`src/rtl/mem_read_pkg.sv`:
```
// +----------------------------------------------------------------------------+
// | mem_read_pkg                                                               |
// | Shared types and encodings for the memory read port.                       |
// | Revision: 1.0                                                              |
// +----------------------------------------------------------------------------+
`default_nettype none

package mem_read_pkg;

  typedef enum logic [1:0] {
    IDLE = 2'd0,
    REQ  = 2'd1,
    CAPT = 2'd2
  } state_e;

  localparam logic [1:0] SZ_WORD = 2'b00;
  localparam logic [1:0] SZ_HALF = 2'b01;
  localparam logic [1:0] SZ_BYTE = 2'b10;

  localparam int unsigned TIMEOUT_CYC_DEF = 255;

endpackage

`default_nettype wire

```
`src/rtl/load_align.sv`:
```
// +----------------------------------------------------------------------------+
// | load_align                                                                 |
// | Selects the addressed byte/half lane of a memory word and extends it.      |
// | Revision: 1.0                                                              |
// +----------------------------------------------------------------------------+
`default_nettype none

module load_align
  import mem_read_pkg::*;
(
  input  logic [31:0] word_i,
  input  logic [1:0]  off_i,
  input  logic [1:0]  size_i,
  input  logic        signed_i,
  output logic [31:0] result_o
);

  logic [15:0] lane_h;
  logic [7:0]  lane_b;

  assign lane_h = off_i[1] ? word_i[31:16] : word_i[15:0];

  always_comb begin
    lane_b = word_i[7:0];
    case (off_i)
      2'd1:    lane_b = word_i[15:8];
      2'd2:    lane_b = word_i[23:16];
      2'd3:    lane_b = word_i[31:24];
      default: lane_b = word_i[7:0];
    endcase
  end

  // Reserved size 2'b11 behaves as a full word.
  always_comb begin
    result_o = word_i;
    case (size_i)
      SZ_HALF: result_o = {{16{signed_i & lane_h[15]}}, lane_h};
      SZ_BYTE: result_o = {{24{signed_i & lane_b[7]}}, lane_b};
      SZ_WORD: result_o = word_i;
      default: result_o = word_i;
    endcase
  end

endmodule

`default_nettype wire

```
`src/rtl/mem_read_port.sv`:
```
// +----------------------------------------------------------------------------+
// | mem_read_port                                                              |
// | Load port: req/ack read of a variable-latency memory, aligned result in an |
// | MDR-style register. Optional request timeout: MEM_READ_TIMEOUT_EN.         |
// | Revision: 1.0                                                              |
// +----------------------------------------------------------------------------+
`default_nettype none

module mem_read_port
  import mem_read_pkg::*;
#(
  parameter int unsigned ADDR_W    = 32,
  parameter logic [31:0] RDATA_RST = 32'h0
`ifdef MEM_READ_TIMEOUT_EN
  , parameter int unsigned TIMEOUT_CYC = TIMEOUT_CYC_DEF
`endif
) (
  input  logic              clk,
  input  logic              clr,
  input  logic              start,
  input  logic [ADDR_W-1:0] addr,
  input  logic [1:0]        ld_size,
  input  logic              ld_signed,
  output logic              busy,
  output logic              done,
  output logic [31:0]       rdata,
  output logic              mem_req,
  output logic [ADDR_W-1:0] mem_addr,
  input  logic              mem_ack,
  input  logic [31:0]       mem_rdata,
  output logic              err
);

  state_e              state_q, state_d;
  logic [ADDR_W-3:0]   waddr_q, waddr_d;
  logic [1:0]          off_q, off_d;
  logic [1:0]          size_q, size_d;
  logic                sgn_q, sgn_d;
  logic [31:0]         buf_q, buf_d;
  logic [31:0]         rdata_q, rdata_d;
  logic [31:0]         aligned;
  logic                timed_out;

`ifdef MEM_READ_TIMEOUT_EN
  localparam logic [7:0] TO_LAST = 8'(TIMEOUT_CYC - 1);
  logic [7:0] cnt_q, cnt_d;
  logic       err_q, err_d;

  // err is only ever set on the REQ->CAPT timeout edge, so in CAPT it marks an aborted load.
  assign timed_out = err_q;
  assign err       = err_q;
`else
  assign timed_out = 1'b0;
  assign err       = 1'b0;
`endif

  load_align u_align (
    .word_i   (buf_q),
    .off_i    (off_q),
    .size_i   (size_q),
    .signed_i (sgn_q),
    .result_o (aligned)
  );

  assign busy     = (state_q != IDLE);
  assign done     = (state_q == CAPT);
  assign mem_req  = (state_q == REQ);
  assign mem_addr = {waddr_q, 2'b00};

  // New data is presented in the done cycle itself and retained afterwards.
  always_comb begin
    rdata_d = rdata_q;
    if ((state_q == CAPT) && !timed_out) begin
      rdata_d = aligned;
    end
  end

  assign rdata = rdata_d;

  always_comb begin
    state_d = state_q;
    waddr_d = waddr_q;
    off_d   = off_q;
    size_d  = size_q;
    sgn_d   = sgn_q;
    buf_d   = buf_q;
`ifdef MEM_READ_TIMEOUT_EN
    cnt_d   = cnt_q;
    err_d   = err_q;
`endif
    case (state_q)
      IDLE: begin
        if (start) begin
          waddr_d = addr[ADDR_W-1:2];
          off_d   = addr[1:0];
          size_d  = ld_size;
          sgn_d   = ld_signed;
          state_d = REQ;
`ifdef MEM_READ_TIMEOUT_EN
          cnt_d   = 8'd0;
          err_d   = 1'b0;
`endif
        end
      end
      REQ: begin
        if (mem_ack) begin
          buf_d   = mem_rdata;
          state_d = CAPT;
`ifdef MEM_READ_TIMEOUT_EN
        end else if (cnt_q == TO_LAST) begin
          state_d = CAPT;
          err_d   = 1'b1;
        end else begin
          cnt_d   = cnt_q + 8'd1;
`endif
        end
      end
      CAPT:    state_d = IDLE;
      default: state_d = IDLE;
    endcase
  end

  always_ff @(posedge clk or negedge clr) begin
    if (!clr) begin
      state_q <= IDLE;
      waddr_q <= '0;
      off_q   <= '0;
      size_q  <= '0;
      sgn_q   <= 1'b0;
      buf_q   <= '0;
      rdata_q <= RDATA_RST;
    end else begin
      state_q <= state_d;
      waddr_q <= waddr_d;
      off_q   <= off_d;
      size_q  <= size_d;
      sgn_q   <= sgn_d;
      buf_q   <= buf_d;
      rdata_q <= rdata_d;
    end
  end

`ifdef MEM_READ_TIMEOUT_EN
  always_ff @(posedge clk or negedge clr) begin
    if (!clr) begin
      cnt_q <= 8'd0;
      err_q <= 1'b0;
    end else begin
      cnt_q <= cnt_d;
      err_q <= err_d;
    end
  end
`endif

endmodule

`default_nettype wire

```
`config.mk`:
```
export PLATFORM = sky130hd
export DESIGN_NAME = mem_read_port
export DESIGN_NICKNAME = d
export VERILOG_FILES = /design/src/rtl/mem_read_pkg.sv /design/src/rtl/load_align.sv /design/src/rtl/mem_read_port.sv
export SDC_FILE = /design/constraint.sdc
export NUM_CORES = 1
export LEC_CHECK = 0
export CAP_MARGIN = 25
export CORE_ASPECT_RATIO = 1.4
export CORE_MARGIN = 10
export CORE_UTILIZATION = 51
export CTS_CLUSTER_DIAMETER = 50
export DETAILED_ROUTE_END_ITERATION = 12
export PLACE_DENSITY = 0.85
export SYNTH_ARGS = -nofsm -noshare
export SYNTH_HDL_FRONTEND = slang
export SYNTH_SLANG_ARGS = --single-unit
```
`constraint.sdc`:
```
create_clock -name clk -period 3.6 [get_ports clk]
set_input_delay 0.72 -clock clk [delete_from_list [all_inputs] [get_ports clk]]
set_output_delay 0.72 -clock clk [all_outputs]
set_load 0.05 [all_outputs]
```
==> metrics, run 1 <==
total number of vias 3526; Worst Tran Pin Value 631 ps; Final Max Slew Viols 0; hold_buf cts 0; Setup Viol. Count Final 0; clk buf depth 2; Vias/cell 5.74; Peak VDD IR 0.000801 V; antenna-violating nets left 0; critical path arrival 2720 ps; H-tree levels 3; CTS tree done; Syn-to-layout area delta 42.9%; DRT Pass-1 Iters 4; die area 0.0136 mm²; Worst Path Class, Setup reg -> out; Max-Cap Viols 0; outcome completed; 1st-iter DRT viols 207; Peak Freq 291 MHz; Clock Pin Slew Worst Setup and Hold Paths 70 ps; cell type with the highest aggregate area in the netlist dfrtp_1; clk sinks 101; fill count 583; DRC 0; Root Buffer clkbuf_16; Mapped Area 0.00475 mm²; placed cells 598; Global Route Usage Sum 0.199; I/O Buffers 135; final wirelength 13300 µm; Yosys warnings 0; relative slew slack 0.577; Die H 134 µm; cell count after synthesis 375; Final Hold Vio Count 0; number of distinct library cells after synthesis 31; Post-DP HPWL 10000 µm; share of layout cells above drive strength 1 0.327; CTS Buf Count 9; most frequent cells in the layout 101 x dfrtp_1, 101 x clkdlybuf4s50_1, 90 x mux2_2; Rows 41; CP endpoint kind output pin; syn avg cell area 12.7 µm²; Synth top area share 0.532; RSZ-0062 raised after global routing false; Seq cells post-synth 101; Min-Delay Path Class in -> async; vias in the first global route 3842; Post-CTS Setup Bufs 0; Power Dens Cells 1150 mW/mm²; final setup skew 7.62 ps; global-route wire length before repair 21200 µm; Layout Cells excl Fill 614; core area 0.00908 mm²; initial antenna violation count 0; post-route minimum period 3440 ps; crit path max fanout 17; Tot Pwr 7.79 mW; Final Cycle Share 0.955; Pleak 2.83 nW; worst reg2reg setup slack 1270 ps; PostCTS Resize Cnt 0; largest net degree at the start of global routing 44; worst path required time 2880 ps; starting density of the core 0.523; total congestion overflow 0; GPL Wtd Cong 0.858; Seq/Total Area, Yosys 0.532; Clock Latency Late Sink 340 ps; setup tns final 0 ps; die width 102 µm; wire per inst 21.7 µm; Worst setup SP type flip-flop; cells taking the most area after synthesis dfrtp_1 53%, mux2_2 21%, mux2i_1 3.4%, a21oi_1 2.5%, a31oi_1 2.1%; I/O Pins 139; count of inserted antenna diode cells 0; Nets 575
==> logic make-up (layout without fill, tap and decap cells) <==
logic type               Yosys count  in the layout  synth area share
AO/OA/AOI/OAI                     66             66            0.0985
AND/OR/NAND/NOR                   58             58            0.0708
buffers and inverters             39            169            0.0411
adder cells (fa/ha/maj)            2              2           0.00527
flip-flops                       101            101             0.532
other                              1              3          0.000789
multiplexers                     108            108             0.252
==> registers in the layout, indices dropped and copies added, names as in the netlist <==
signal	flops
state_q	2
waddr_q	30
size_q	2
rdata_q	32
sgn_q	1
buf_q	32
off_q	2
==> through the flow <==
step	instance area [µm²]	setup slack, ps	hold WS (ps)	utilization
after floorplan	4760	345	424	-
after global placement	6480	627	469	0.713
after detailed placement	6480	545	484	0.713
after CTS	6790	140	364	0.748
after global routing	6790	23.9	376	0.748
final	6790	160	349	0.748
==> final timing paths <==
check | startpoint | to | cells after the start
min in group clk | waddr_q[28] | waddr_q[28] | 1
hold reg to reg | waddr_q[28] | waddr_q[28] | 1
setup / recovery | size_q[0] | rdata[10] | 6
setup reg to reg | size_q[0] | rdata_q[10] | 5
max in group asynchronous | clr | rdata_q[4] | 2
hold / removal | clr | waddr_q[24] | 1
==> synthesized netlist by cell type, drive strengths merged <==
master,number
conb,1
o221ai,7
clkbuf,13
a31oi,16
buf,20
nor2,17
a221oi,10
mux2,92
or3b,8
nor2b,11
and2,1
nor3b,7
a211oi,7
ha,2
mux2i,16
a21oi,24
or2,2
a21o,1
and3,1
nand2,9
inv,6
nand2b,1
and3b,1
dfrtp,101
a22oi,1
==> worst max-delay path, stage by stage, from the launching register on <==
cell and delay (ps):
dfrtp_1 370, inv_1 50, ha_1 450, or3b_2 570, a221oi_4 430, a221oi_1 290, buf_12 220
==> metal layers <==
layer / vias up / global-route usage / wire length (µm)
met5: - / 0 / 0
met4: 0 / 0.0766 / 359
met3: 25 / 0.0853 / 1220
met2: 148 / 0.330 / 6870
met1: 1746 / 0.219 / 4890
li1: 1607 / - / -
==> where the power goes <==
| group | switching, mW | internal (mW) |
|---|---|---|
| Combinational | 2.63 | 2.07 |
| Sequential | 0.403 | 1.67 |
| Clock | 0.461 | 0.559 |
==> layout make-up <==
type                            count  area (µm²)  area share
Multi-Input combinational cell    237        2040       0.300
Inverter                            6        22.5     0.00332
Clock buffer                        9         225      0.0332
Sequential cell                   101        2530       0.372
Clock inverter                      7        90.1      0.0133
Tap cell                          107         134      0.0197
Timing Repair Buffer              147        1760       0.259
No activity file was read; power rests on OpenSTA's default activity.
==> run 2, diff against run 1 <==
Settings changed: PLACE_DENSITY 0.85 to 0.86, SYNTH_HIERARCHICAL set to 1.
==> metrics, run 2 <==
FF-to-FF path depth 7 (+2); die width 99.7 µm (-1.9%); DRT Pass-1 Iters 4 (unchanged); post-route minimum period 3390 ps (-50.7 ps); I/O Pins 139 (unchanged); Top FF cell, synth dfrtp_1; Rows 40 (-2.4%); asr flop ratio synth 1.00 (unchanged); worst reg2reg setup slack 1340 ps (+70 ps); Power Dens Cells 1070 mW/mm² (-6.2%); starting density of the core 0.526 (+0.00310); adder-cell area share of the yosys netlist 0.00552 (+0.000256); area of the multi-input gates 0.00182 mm² (-11%); DRC 0 (unchanged); initial antenna violation count 0 (unchanged); setup tns final 0 ps (unchanged); number of distinct library cells after synthesis 26 (-16%); area fraction in compound gates after synthesis 0.0776 (-0.0209); EDFF count, synth 0 (unchanged); worst path required time 2880 ps (about the same); Peak Freq 295 MHz (+1.5%); H-tree levels 3 (unchanged); CTS tree done; Layout Cells excl Fill 574 (-6.5%); Clock Latency Late Sink 330 ps (about the same); cell count after synthesis 332 (-11%); cell type with the highest aggregate area in the netlist dfrtp_1; post-synthesis xor/xnor area fraction 0 (unchanged); Clock Pin Slew Worst Setup and Hold Paths 70 ps (about the same); Final Cycle Share 0.941 (-0.0141); Synth top area share 0.558 (+0.0258); GPL Wtd Cong 0.884 (+3.1%); Max-Cap Viols 0 (unchanged); share of layout cells above drive strength 1 0.367 (+0.0393); RSZ-0062 raised after global routing false; Pleak 2.67 nW (-5.9%); Final Max Slew Viols 0 (unchanged); die area 0.0131 mm² (-3.8%); most instantiated cells after synthesis 105 x mux2_2, 101 x dfrtp_1, 33 x a21oi_1; CP endpoint kind output pin; Post-DP HPWL 8920 µm (-11%); count of inserted antenna diode cells 0 (unchanged); end of the worst register-to-register path rdata_q[16]; total congestion overflow 0 (unchanged); final wirelength 11400 µm (-15%); clk buf depth 2 (unchanged); Mapped Area 0.00453 mm² (-4.6%); Vias/cell 5.39 (-6.1%); worst-path cell chain inv_1, ha_1, and2_1, a22o_4, a211oi_4, a21oi_1, mux2_2, buf_4; wire per inst 19.9 µm (-8.5%); CP Capture Point rdata[16]; Post-CTS Setup Bufs 0 (unchanged); crit path max fanout 16 (-1); most common cell after layout, fill and taps aside mux2_2; fill count 606 (+3.9%); global-route wire length before repair 18200 µm (-14%); start of the worst register-to-register path size_q[0]; final setup skew 6.24 ps (-1.37 ps); clk sinks 101 (unchanged); Crit-path slowest cell a211oi_4; core area 0.00861 mm² (-5.2%); I/O Buffers 135 (unchanged); total number of vias 3095 (-12%); crit path from size_q[0]; Worst Path Class, Setup reg -> out; Peak VDD IR 0.000581 V (-27%); most frequent cell after synthesis mux2_2; Seq. cell area 0.00253 mm² (unchanged); Worst setup SP type flip-flop; Setup Viol. Count Final 0 (unchanged); most frequent cells in the layout 105 x mux2_2, 102 x clkdlybuf4s50_1, 101 x dfrtp_1; Nets 537 (-6.6%); Post-Synth Simple-Gate Area 0.0464 (-0.0244); Seq/Total Area, Yosys 0.558 (+0.0258); outcome completed; Root Buffer clkbuf_16; largest net degree at the start of global routing 46 (+4.5%); 1st-iter DRT viols 78 (-62%); PostCTS Resize Cnt 0 (unchanged); hold_buf cts 0 (unchanged); mux share of post-synthesis cell area 0.269 (+0.0175); Yosys warnings 6 (+6); syn avg cell area 13.7 µm² (+7.7%); relative slew slack 0.563 (-0.0137); Global Route Usage Sum 0.173 (-0.0260); vias in the first global route 3496 (-9.0%); placed cells 558 (-6.7%); Min-Delay Path Class in -> async; Syn-to-layout area delta 36.9%; Seq cells post-synth 101 (unchanged); biggest regs buf_q: 32 flops, rdata_q: 32 flops, waddr_q: 30 flops; antenna-violating nets left 0 (unchanged); Slowest Stage Delay on Critical Path 580 ps (about the same); Final Hold Vio Count 0 (unchanged); largest family of logic cells by synthesized area multiplexers; cells taking the most area after synthesis dfrtp_1 56%, mux2_2 26%, a21oi_1 3.6%, buf_6 1.7%, nor2b_1 1.7%; critical path arrival 2670 ps (-50 ps); Worst Tran Pin Value 653 ps (+22.2 ps); Die H 132 µm (-2.0%); CTS Buf Count 9 (unchanged)
==> run 2: cell count changes after synthesis, sizes merged, moves of 4 or more <==
cell     before  now
o221ai        7    0
nand2         9   18
clkbuf       13    9
mux2         92  108
a32oi         0    7
a221oi       10    0
a211oi        7    1
o2bb2ai       0    8
nor3b         7    1
or3b          8    0
mux2i        16    0
a21oi        24   33
nor2         17    0
a31oi        16    0
==> run 2: area by class of cell <==
cell class	instances	area share
Sequential cell	101	0.407
Multi-Input combinational cell	203	0.293
Timing Repair Buffer	145	0.231
Clock buffer	10	0.0385
Tap cell	105	0.0212
Clock inverter	6	0.00625
Inverter	4	0.00242
==> run 2: worst max-delay path: cells and delay by family (launching register included) <==
kind                     cells  cell delay (ps)
AO/OA/AOI/OAI                3              960
adder cells (fa/ha/maj)      1              200
buffers and inverters        2              250
flip-flops                   1              370
multiplexers                 1              310
AND/OR/NAND/NOR              1              240
==> run 2: worst min-delay path by stage <==
stage | endpoint | from
after detailed placement | rdata_q[17] | rdata_q[17]
final | waddr_q[8] | clr
after global placement | waddr_q[3] | waddr_q[3]
after floorplan | buf_q[0] | clr
after CTS | waddr_q[7] | clr
after global routing | waddr_q[8] | clr
==> run 2: logic make-up after synthesis <==
kind of cell / Yosys count
AOI/OAI and AO/OA: 52
DFF: 101
buffers and inverters: 30
and+or+nand+nor: 38
adders and majority gates: 2
other: 1
muxes: 108
==> run 2: report_power, final <==
| part | internal (mW) | total [mW] | switching [mW] | leakage [nW] |
|---|---|---|---|---|
| clock | 0.485 | 0.886 | 0.401 | 0.134 |
| combinational | 1.53 | 3.83 | 2.31 | 1.32 |
| sequential | 1.64 | 1.95 | 0.310 | 1.21 |
==> run 2: stage by stage <==
step	power, mW	setup slack, ps	cell area, µm²	util	hold WS (ps)
6_report	6.67	211	6200	0.721	383
5_1_grt	7.02	65.2	6200	0.721	412
4_1_cts	6.73	190	6200	0.721	399
3_5_place_dp	5.82	550	5930	0.688	488
3_3_place_gp	5.72	631	5930	0.688	471
2_1_floorplan	4.57	850	4540	-	424
==> run 2: metal layers <==
metal  global-route usage  wire (µm)  vias to the layer above
li1                     -          -                     1432
met1                0.168       4000                     1533
met2                0.307       6020                      119
met3               0.0923       1260                       11
met4               0.0463        130                        0
met5                    0          0                        -
==> run 3, diff against run 2 <==
Settings changed: GPL_TIMING_DRIVEN set to 0.
==> metrics, run 3 (synthesis results as in run 2) <==
CP endpoint kind output pin; most common cell after layout, fill and taps aside mux2_2; most frequent cells in the layout 105 x mux2_2, 102 x clkdlybuf4s50_1, 101 x dfrtp_1; setup tns final 0 ps (unchanged); I/O Buffers 135 (unchanged); vias in the first global route 3588 (+2.6%); Pleak 2.74 nW (+2.6%); Worst Tran Pin Value 579 ps (-74.4 ps); Nets 556 (+3.5%); die width 99.7 µm (unchanged); Global Route Usage Sum 0.184 (+0.0111); Tot Pwr 6.63 mW (-0.52%); Peak VDD IR 0.000715 V (+23%); Syn-to-layout area delta 38.0%; Final Cycle Share 0.951 (+0.00957); final setup skew 6.92 ps (+0.675 ps); Clock Latency Late Sink 340 ps (about the same); hold_buf cts 0 (unchanged); Power Dens Cells 1060 mW/mm² (-1.3%); WP buf/inv 4 (+2); Post-Place Setup Slack -83.7 ps (-633 ps); Root Buffer clkbuf_16; Comb power frac 0.560 (-0.015); clock power share 0.145 (+0.012); share of layout cells above drive strength 1 0.341 (-0.0259); 1st-iter DRT viols 105 (+35%); Min-Delay Path Class in -> async; DRC 0 (unchanged); final hold slack 373 ps (-9.98 ps); Peak Freq 292 MHz (-1.0%); total congestion overflow 0 (unchanged); relative slew slack 0.614 (+0.0510); Final Max Slew Viols 0 (unchanged); outcome completed; starting density of the core 0.526 (unchanged); Post-DP HPWL 9300 µm (+4.3%); die area 0.0131 mm² (unchanged); wire per inst 20.1 µm (+1.3%); Reg power frac 0.294 (+0.002); I/O Pins 139 (unchanged); Rows 40 (unchanged); Net Sw Frac 0.460 (+0.00727); final worst setup slack 176 ps (-34.5 ps); Clock Pin Slew Worst Setup and Hold Paths 70 ps (about the same); RSZ-0062 raised after global routing false; Max-Cap Viols 0 (unchanged); Crit-path slowest cell dlygate4sd2_1; final wirelength 11900 µm (+4.5%); dpl cell area 0.00605 mm² (+2.0%); Final Hold Vio Count 0 (unchanged); clk buf depth 2 (unchanged); fill count 566 (-6.6%); core area 0.00861 mm² (unchanged); crit path max fanout 8 (-8); antenna-violating nets left 0 (unchanged); sw power 3.05 mW (+1.1%); total number of vias 3159 (+2.1%); GPL Wtd Cong 0.903 (+2.1%); initial antenna violation count 0 (unchanged); worst-path cell chain inv_1, ha_1, and2_1, buf_2, a22o_4, a211oi_4, buf_4, a21oi_1, mux2_2, dlygate4sd2_1; biggest regs buf_q: 32 flops, rdata_q: 32 flops, waddr_q: 30 flops; Slowest Stage Delay on Critical Path 440 ps (-140 ps); Finished Cell Area 0.00625 mm² (+0.81%); Top delay family on crit path buffers and inverters; CTS tree done; Worst setup SP type flip-flop; DRT Pass-1 Iters 4 (unchanged); Vias/cell 5.34 (-1.0%); post-route minimum period 3420 ps (+34.5 ps); critical path arrival 2700 ps (+30 ps); worst path required time 2880 ps (about the same); clk sinks 101 (unchanged); global-route wire length before repair 19300 µm (+6.1%); CTS Buf Count 9 (unchanged); Worst Path Class, Setup reg -> out; Int Pwr 3.58 mW (-1.8%); Setup Viol. Count Final 0 (unchanged); largest net degree at the start of global routing 60 (+30%); H-tree levels 3 (unchanged); count of inserted antenna diode cells 0 (unchanged); Die H 132 µm (unchanged)
==> run 3: power by group through the flow <==
stage          combinational [mW]  sequential (mW)  clock (mW)
2_1_floorplan                2.23             2.34           0
3_3_place_gp                 3.79             1.94           0
3_5_place_dp                 3.85             1.98           0
4_1_cts                      3.76             1.96       0.972
5_1_grt                      3.96             2.01        1.02
6_report                     3.72             1.95       0.962
==> run 3: layer usage <==
layer / up-vias / global-route usage / wire, µm
met5: - / 0 / 0
met4: 0 / 0.0519 / 214
met3: 15 / 0.102 / 1420
met2: 129 / 0.313 / 6220
met1: 1547 / 0.188 / 4050
li1: 1468 / - / -
==> run 3: metrics by stage <==
stage                     instances   util
after floorplan                 334      -
after global placement          574  0.700
after detailed placement        575  0.702
after CTS                       592  0.734
after global routing            592  0.726
final                           592  0.726
==> run 3: path summary, 6_finish.rpt <==
check / startpoint / end / slack, ps / cells after the start
setup / recovery: size_q[0] / rdata[31] / 180 / 10
max in group asynchronous: clr / buf_q[4] / 2550 / 2
setup reg to reg: size_q[0] / rdata_q[22] / 1410 / 10
hold reg to reg: waddr_q[2] / waddr_q[2] / 490 / 1
hold / removal: clr / waddr_q[7] / 370 / 1
min in group clk: waddr_q[2] / waddr_q[2] / 490 / 1
==> run 3: timing repair <==
action                     in CTS  in global routing
gates resized for setup        35                 34
setup endpoints to repair      32                 17
pin swaps                       0                  0
setup buffers                   2                  0
==> run 3: worst reg2reg max path: stages (launching register included) <==
cell and delay, ps:
dfrtp_1 370, inv_1 50, ha_1 190, and2_1 150, buf_2 160, a22o_4 270, a211oi_4 210, buf_4 170
buf_6 140, a21oi_1 60, mux2_2 290
==> run 3: final cells by class <==
cell class	count	area, µm²	share of cell area
plain buffers	26	183	0.0292
well taps	105	131	0.0210
inverters	4	15.0	0.00240
clock inverters	4	48.8	0.00780
multi-input cells	203	1820	0.291
clock buffers	11	243	0.0388
flip-flops and latches	101	2530	0.404
repair buffers	138	1290	0.206
